$ cat config.mk
export PLATFORM = sky130hd
export DESIGN_NAME = sync_fifo_vr
export DESIGN_NICKNAME = d
export VERILOG_FILES = /design/src/rtl/sync_fifo_vr.sv
export SDC_FILE = /design/constraint.sdc
export NUM_CORES = 1
export LEC_CHECK = 0
export ABC_AREA = 1
export CAP_MARGIN = 10
export CORE_ASPECT_RATIO = 1.75
export CORE_UTILIZATION = 30
export DETAILED_ROUTE_END_ITERATION = 16
export HOLD_SLACK_MARGIN = 0.02
export REMOVE_ABC_BUFFERS = 1
export SETUP_SLACK_MARGIN = 0.1
export SLEW_MARGIN = 20
export SYNTH_ARGS = -nofsm -noshare
export SYNTH_HDL_FRONTEND = slang
export SYNTH_SLANG_ARGS = --single-unit
export TNS_END_PERCENT = 100
$ cat constraint.sdc
create_clock -name clk -period 2 [get_ports clk]
set_clock_uncertainty 0.15 [all_clocks]
set_input_delay 0.5 -clock clk [delete_from_list [all_inputs] [get_ports clk]]
set_output_delay 0.5 -clock clk [all_outputs]
set_load 0.1 [all_outputs]
$ cat src/rtl/sync_fifo_vr.sv
// Single-clock valid/ready FIFO with occupancy count and almost-full/almost-empty flags.
// Defining SYNC_FIFO_PEAK_EN adds a peak_count port holding the high-water mark of count.
module sync_fifo_vr #(
    parameter int DATA_W     = 8,
    parameter int DEPTH      = 16,
    parameter int AFULL_LVL  = DEPTH - 2,
    parameter int AEMPTY_LVL = 1,
    localparam int CNT_W     = $clog2(DEPTH) + 1
) (
    input  logic              clk,
    input  logic              rst,
    input  logic              s_valid,
    output logic              s_ready,
    input  logic [DATA_W-1:0] s_data,
    output logic              m_valid,
    input  logic              m_ready,
    output logic [DATA_W-1:0] m_data,
    output logic [CNT_W-1:0]  count,
    output logic              full,
    output logic              empty,
    output logic              almost_full,
    output logic              almost_empty
`ifdef SYNC_FIFO_PEAK_EN
    ,
    output logic [CNT_W-1:0]  peak_count
`endif
);

    localparam int PTR_W = $clog2(DEPTH);
    localparam logic [CNT_W-1:0] DEPTH_C  = CNT_W'(DEPTH);
    localparam logic [CNT_W-1:0] AFULL_C  = CNT_W'(AFULL_LVL);
    localparam logic [CNT_W-1:0] AEMPTY_C = CNT_W'(AEMPTY_LVL);
    localparam logic [CNT_W-1:0] ONE_C    = CNT_W'(1);
    localparam logic [PTR_W-1:0] PTR_ONE  = PTR_W'(1);

    logic [DATA_W-1:0] mem [DEPTH];

    logic [PTR_W-1:0] wr_ptr_q, wr_ptr_d;
    logic [PTR_W-1:0] rd_ptr_q, rd_ptr_d;
    logic [CNT_W-1:0] count_q,  count_d;
    logic             full_w, empty_w;
    logic             push, pop;

    // Status decodes only from the count register, so no input reaches an output combinationally.
    assign full_w  = (count_q == DEPTH_C);
    assign empty_w = (count_q == '0);

    assign push = s_valid & ~full_w;
    assign pop  = m_ready & ~empty_w;

    always_comb begin
        wr_ptr_d = wr_ptr_q;
        rd_ptr_d = rd_ptr_q;
        count_d  = count_q;
        if (push) begin
            wr_ptr_d = wr_ptr_q + PTR_ONE;
        end
        if (pop) begin
            rd_ptr_d = rd_ptr_q + PTR_ONE;
        end
        case ({push, pop})
            2'b10:   count_d = count_q + ONE_C;
            2'b01:   count_d = count_q - ONE_C;
            default: count_d = count_q;
        endcase
    end

    always_ff @(posedge clk) begin
        if (rst) begin
            wr_ptr_q <= '0;
            rd_ptr_q <= '0;
            count_q  <= '0;
        end else begin
            wr_ptr_q <= wr_ptr_d;
            rd_ptr_q <= rd_ptr_d;
            count_q  <= count_d;
        end
    end

    // Storage carries no reset; stale entries are unreachable once the pointers clear.
    always_ff @(posedge clk) begin
        if (push && !rst) begin
            mem[wr_ptr_q] <= s_data;
        end
    end

    assign m_data       = mem[rd_ptr_q];
    assign count        = count_q;
    assign full         = full_w;
    assign empty        = empty_w;
    assign s_ready      = ~full_w;
    assign m_valid      = ~empty_w;
    assign almost_full  = (count_q >= AFULL_C);
    assign almost_empty = (count_q <= AEMPTY_C);

`ifdef SYNC_FIFO_PEAK_EN
    logic [CNT_W-1:0] peak_q, peak_d;

    always_comb begin
        peak_d = peak_q;
        if (count_d > peak_q) begin
            peak_d = count_d;
        end
    end

    always_ff @(posedge clk) begin
        if (rst) begin
            peak_q <= '0;
        end else begin
            peak_q <= peak_d;
        end
    end

    assign peak_count = peak_q;
`endif

endmodule

Word-level counts from Yosys, hierarchy flattened
Memories as Yosys holds them, arrays and structs flattened. A register that Yosys moved wholly into a read port is not among the register bits. Index checks and enable logic that the tools add are counted.

Flip-flop bits (word level): 13. Memory bits (writable): 128. Input port bits: 12. Output and inout bits: 19. Memories: 1.

Memory list: mem (words 16, width 8, rd ports 1, clocked after Yosys merged registers in 1, wr ports 1, RTL line 36) `logic [DATA_W-1:0] mem [DEPTH];`.

Add/subtract/negate cells: 4. Magnitude comparators: 2. Equal/unequal tests: 3. Mux-type cells: 5. Bitwise logic cells: 4. Reductions and logical operators: 4.

Operators with widths (count): $pmux W5 S2 (1); $add A4 B1 Y4 const B (2); $mux W4 (2); $add A5 B1 Y5 const B (1); $eq A5 B5 Y1 const B (1); $ge A5 B4 Y1 const B (1); $le A5 B1 Y1 const B (1); $logic_not A5 Y1 (1); $sub A5 B1 Y5 const B (1); $and A1 B1 Y1 (2); $eq A2 B1 Y1 const B (1); $eq A2 B2 Y1 const B (1); $mux W1 (2); $not A1 Y1 (2); $reduce_bool A2 Y1 (1); $logic_and A1 B1 Y1 (1); $logic_not A1 Y1 (1).

Depth between registers and ports, before layout
Word-level depth: 6. Depth in mapped cells: 12.

Worst setup path before layout
No wires, ideal clock.

Path type: register to output. Start point: register count_q[0] (netlist: count[0]). End point: output port almost_empty. Arrival time: 4130 ps. Data required time: 1350 ps. Slack: -2780 ps. Stages on the path, launching flop included: 4. Cell sequence: dfxtp_1 -> ha_1 -> a21oi_1 -> nor4_1.

Word-level cells in the longest chain between the ends: 1.

Ends and longest elaborated chain: start: declaration (RTL line 40) `logic [CNT_W-1:0] count_q, count_d;`; start signal: assignment (RTL line 76) `count_q <= count_d;`; $le A5 B1 Y1 (RTL line 94) `assign almost_empty = (count_q <= AEMPTY_C);`; end: declaration (RTL line 22) `output logic almost_empty`.

Every way passes these cells.

==> out/qor.yml <==
wirelength_microns: 16120
vias_per_cell: 4.433
p_clk_frac: 0.268
netlist_area_sq_um: 6544
power.density_nw_per_um2: 1276
ios: 31
hold_violations: 0
synth_area_leaders: "edfxtp_1, nand2_1, nand3_1"
core_sq_um: 21410
p_seq_frac: 0.298
drive_above_1_share: 0.3107
track_usage: 0.1483
comb_power_share: 0.434
dieArea_sq_um: 22430
start_util: 0.3057
syn2layout_area_growth_pct: 40.71
max-slew-margin-rel: 0.6877
numCtsBuffers: 17
clock_latency_ns: 0.43
synth_top_cell_area_share: 0.5874
violations: "negative setup slack"
setup_violations: 110
holdWs_ns: 0.3755
critPathCaptureType: "output pin"
period_share: 1.220
synthCells: 656
avgSynthCellArea_sq_um: 9.975
placed_area_sq_um: 7725
cp_slowest_cell: "dfxtp_4"
reg2reg_slack_ns: -0.04
die_y_microns: 197.4
cts_tree: "built"
switching_share: 0.3808
hold_class: "register to register"
critPathMaxFanout: 8
wl_per_cell_microns: 15.24
synth_top_area_cell: "edfxtp_1"
gp_congestion: 0.8464
route.detailed.drc: 0
critPathKind: "register to output pin"
synthMuxAreaShare: 0
layout_commonest_cell: "nand2_1"
power.internal_w: 0.007273
htreeDepth: 4
synthDistinctLibCells: 23
final_nets: 776
status: "finished, violations left"
cp-start-kind: "register"
ir_drop_mv: 1.318
synth_top_family_by_area: "simple AND/OR/NAND/NOR gates"
drv_cap: 0
arrival_ns: 1.79
ctsLongestPathBuffers: 2
grt_max_degree: 33
cts_root_buf: "clkbuf_16"
dpl_worst_slack_ns: -0.2260
antenna_cells: 0
grt_pass1_wl_microns: 24220
dpl.hpwl_microns: 10470
dr.pass1.iters: 4
grt_overflow: 0
grt_pass1_vias: 4558
path_cells: "buf_12 > buf_16 > nand2_1 > nand3_2 > nand3_2 > nand3_2 > nand2_2 > buf_12"
ys_seq_area_frac: 0.6394
die_w_microns: 113.6
yosysWarnings: 0
p_switching_w: 0.004473
rows: 71
vias: 4690
port_buffers: 30
tightest_slew_ns: 0.4671
final_cell_mix: "nand2_1, edfxtp_1, inv_1"
stdcell_area_sq_um: 9208
synth_xor_area_frac: 0.004015
synth_adder_area_share: 0.02103
ctsHoldBuffers: 0
cts_num_sinks: 145
p_leak_nw: 3.821
rsz0062_at_grt: "yes"
ys_seq_elements: 145
clk_pin_slew_ns: 0.06
antenna_found_initial: 0
slew_viol_final: 0
ant_nets: 0
fin_ws_ns: -0.4399
synth-simple-area-share: 0.2249
max_freq_mhz: 409.8
fin_util: 0.4301
timing.critical_path.mode_cell: "nand3_2"
layout_min_cycle_time_ns: 2.440
critPathMaxStageDelay_ns: 0.41
drt_iter0_drc: 237
synth_compound_area_frac: 0.01644
cp.required_ns: 1.35
==> power by group through the flow <==
stage	clock network, W	registers [W]	logic (W)
after global placement	0	0.00352	0.00425
final	0.00315	0.00350	0.00510
after floorplan	0	0.00384	0.00211
after CTS	0.00321	0.00349	0.00472
after global routing	0.00335	0.00351	0.00536
after detailed placement	0	0.00352	0.00427
==> Yosys cell counts (all sizes together) <==
library cell,instances
o22ai,1
buf,23
dfxtp,17
o21bai,1
nor2,36
nor4,1
edfxtp,128
clkbuf,2
inv,118
xor2,3
ha,11
o21ai,10
nand2,191
a21oi,8
nand3,106
==> per-stage QoR <==
step           total power, W  std cells  TNS (ns)
6_report              0.01175       1058    -5.515
5_1_grt               0.01223       1058    -15.20
4_1_cts               0.01142       1048    -4.481
3_5_place_dp         0.007790       1010    -19.91
3_3_place_gp         0.007773       1010    -17.58
2_1_floorplan        0.005952        631   -175.16
==> flip-flops by register name, summed over array words and instances, names as in the netlist, named ones only <==
register / count
mem: 128
wr_ptr_q: 4
rd_ptr_q: 4
count: 5
==> cell families after synthesis <==
group / count (synthesis)
AO/OA/AOI/OAI: 20
buffers and inverters: 143
adder cells (fa/ha/maj): 11
flip-flops: 145
AND/OR/NAND/NOR: 334
XOR/XNOR: 3
==> critical path: cells and delay by family, from the launching register on <==
| family | cells | cell delay (ns) |
|---|---|---|
| DFF | 1 | 0.41 |
| buffers and inverters | 3 | 0.47 |
| and+or+nand+nor | 5 | 0.48 |
==> final timing paths <==
kind / from / end / cells after the start
worst max-delay path: register / m_data[7] / 8
worst min-delay path: count[2] / count[2] / 1
worst max register to register: count[1] / count[4] / 14
worst min register to register: count[2] / count[2] / 1
==> metal layers <==
layer,up-vias,global-route usage,wire [microns]
met2,102,0.2776,8881
met4,0,0.09600,840
met1,2232,0.1461,5949
met5,-,0,0
li1,2314,-,-
met3,42,0.02884,451
==> final cells by class <==
class | count | area [sq um]
fillers | 1959 | 12200
flip-flops and latches | 145 | 4199
multi-input cells | 368 | 2256
repair buffers | 103 | 1308
clock buffers | 22 | 528.0
inverters | 118 | 471.7
well taps | 292 | 365.4
clock inverters | 10 | 80.08
==> timing repair <==
action,in CTS,in global routing
endpoints found under the setup margin,77,141
cloned,2,1
endpoints found under the hold margin,0,0
pin swaps,20,14
gates resized for setup,74,97
setup buffers,4,9
Note: power is estimated with default switching activity, not from simulation.
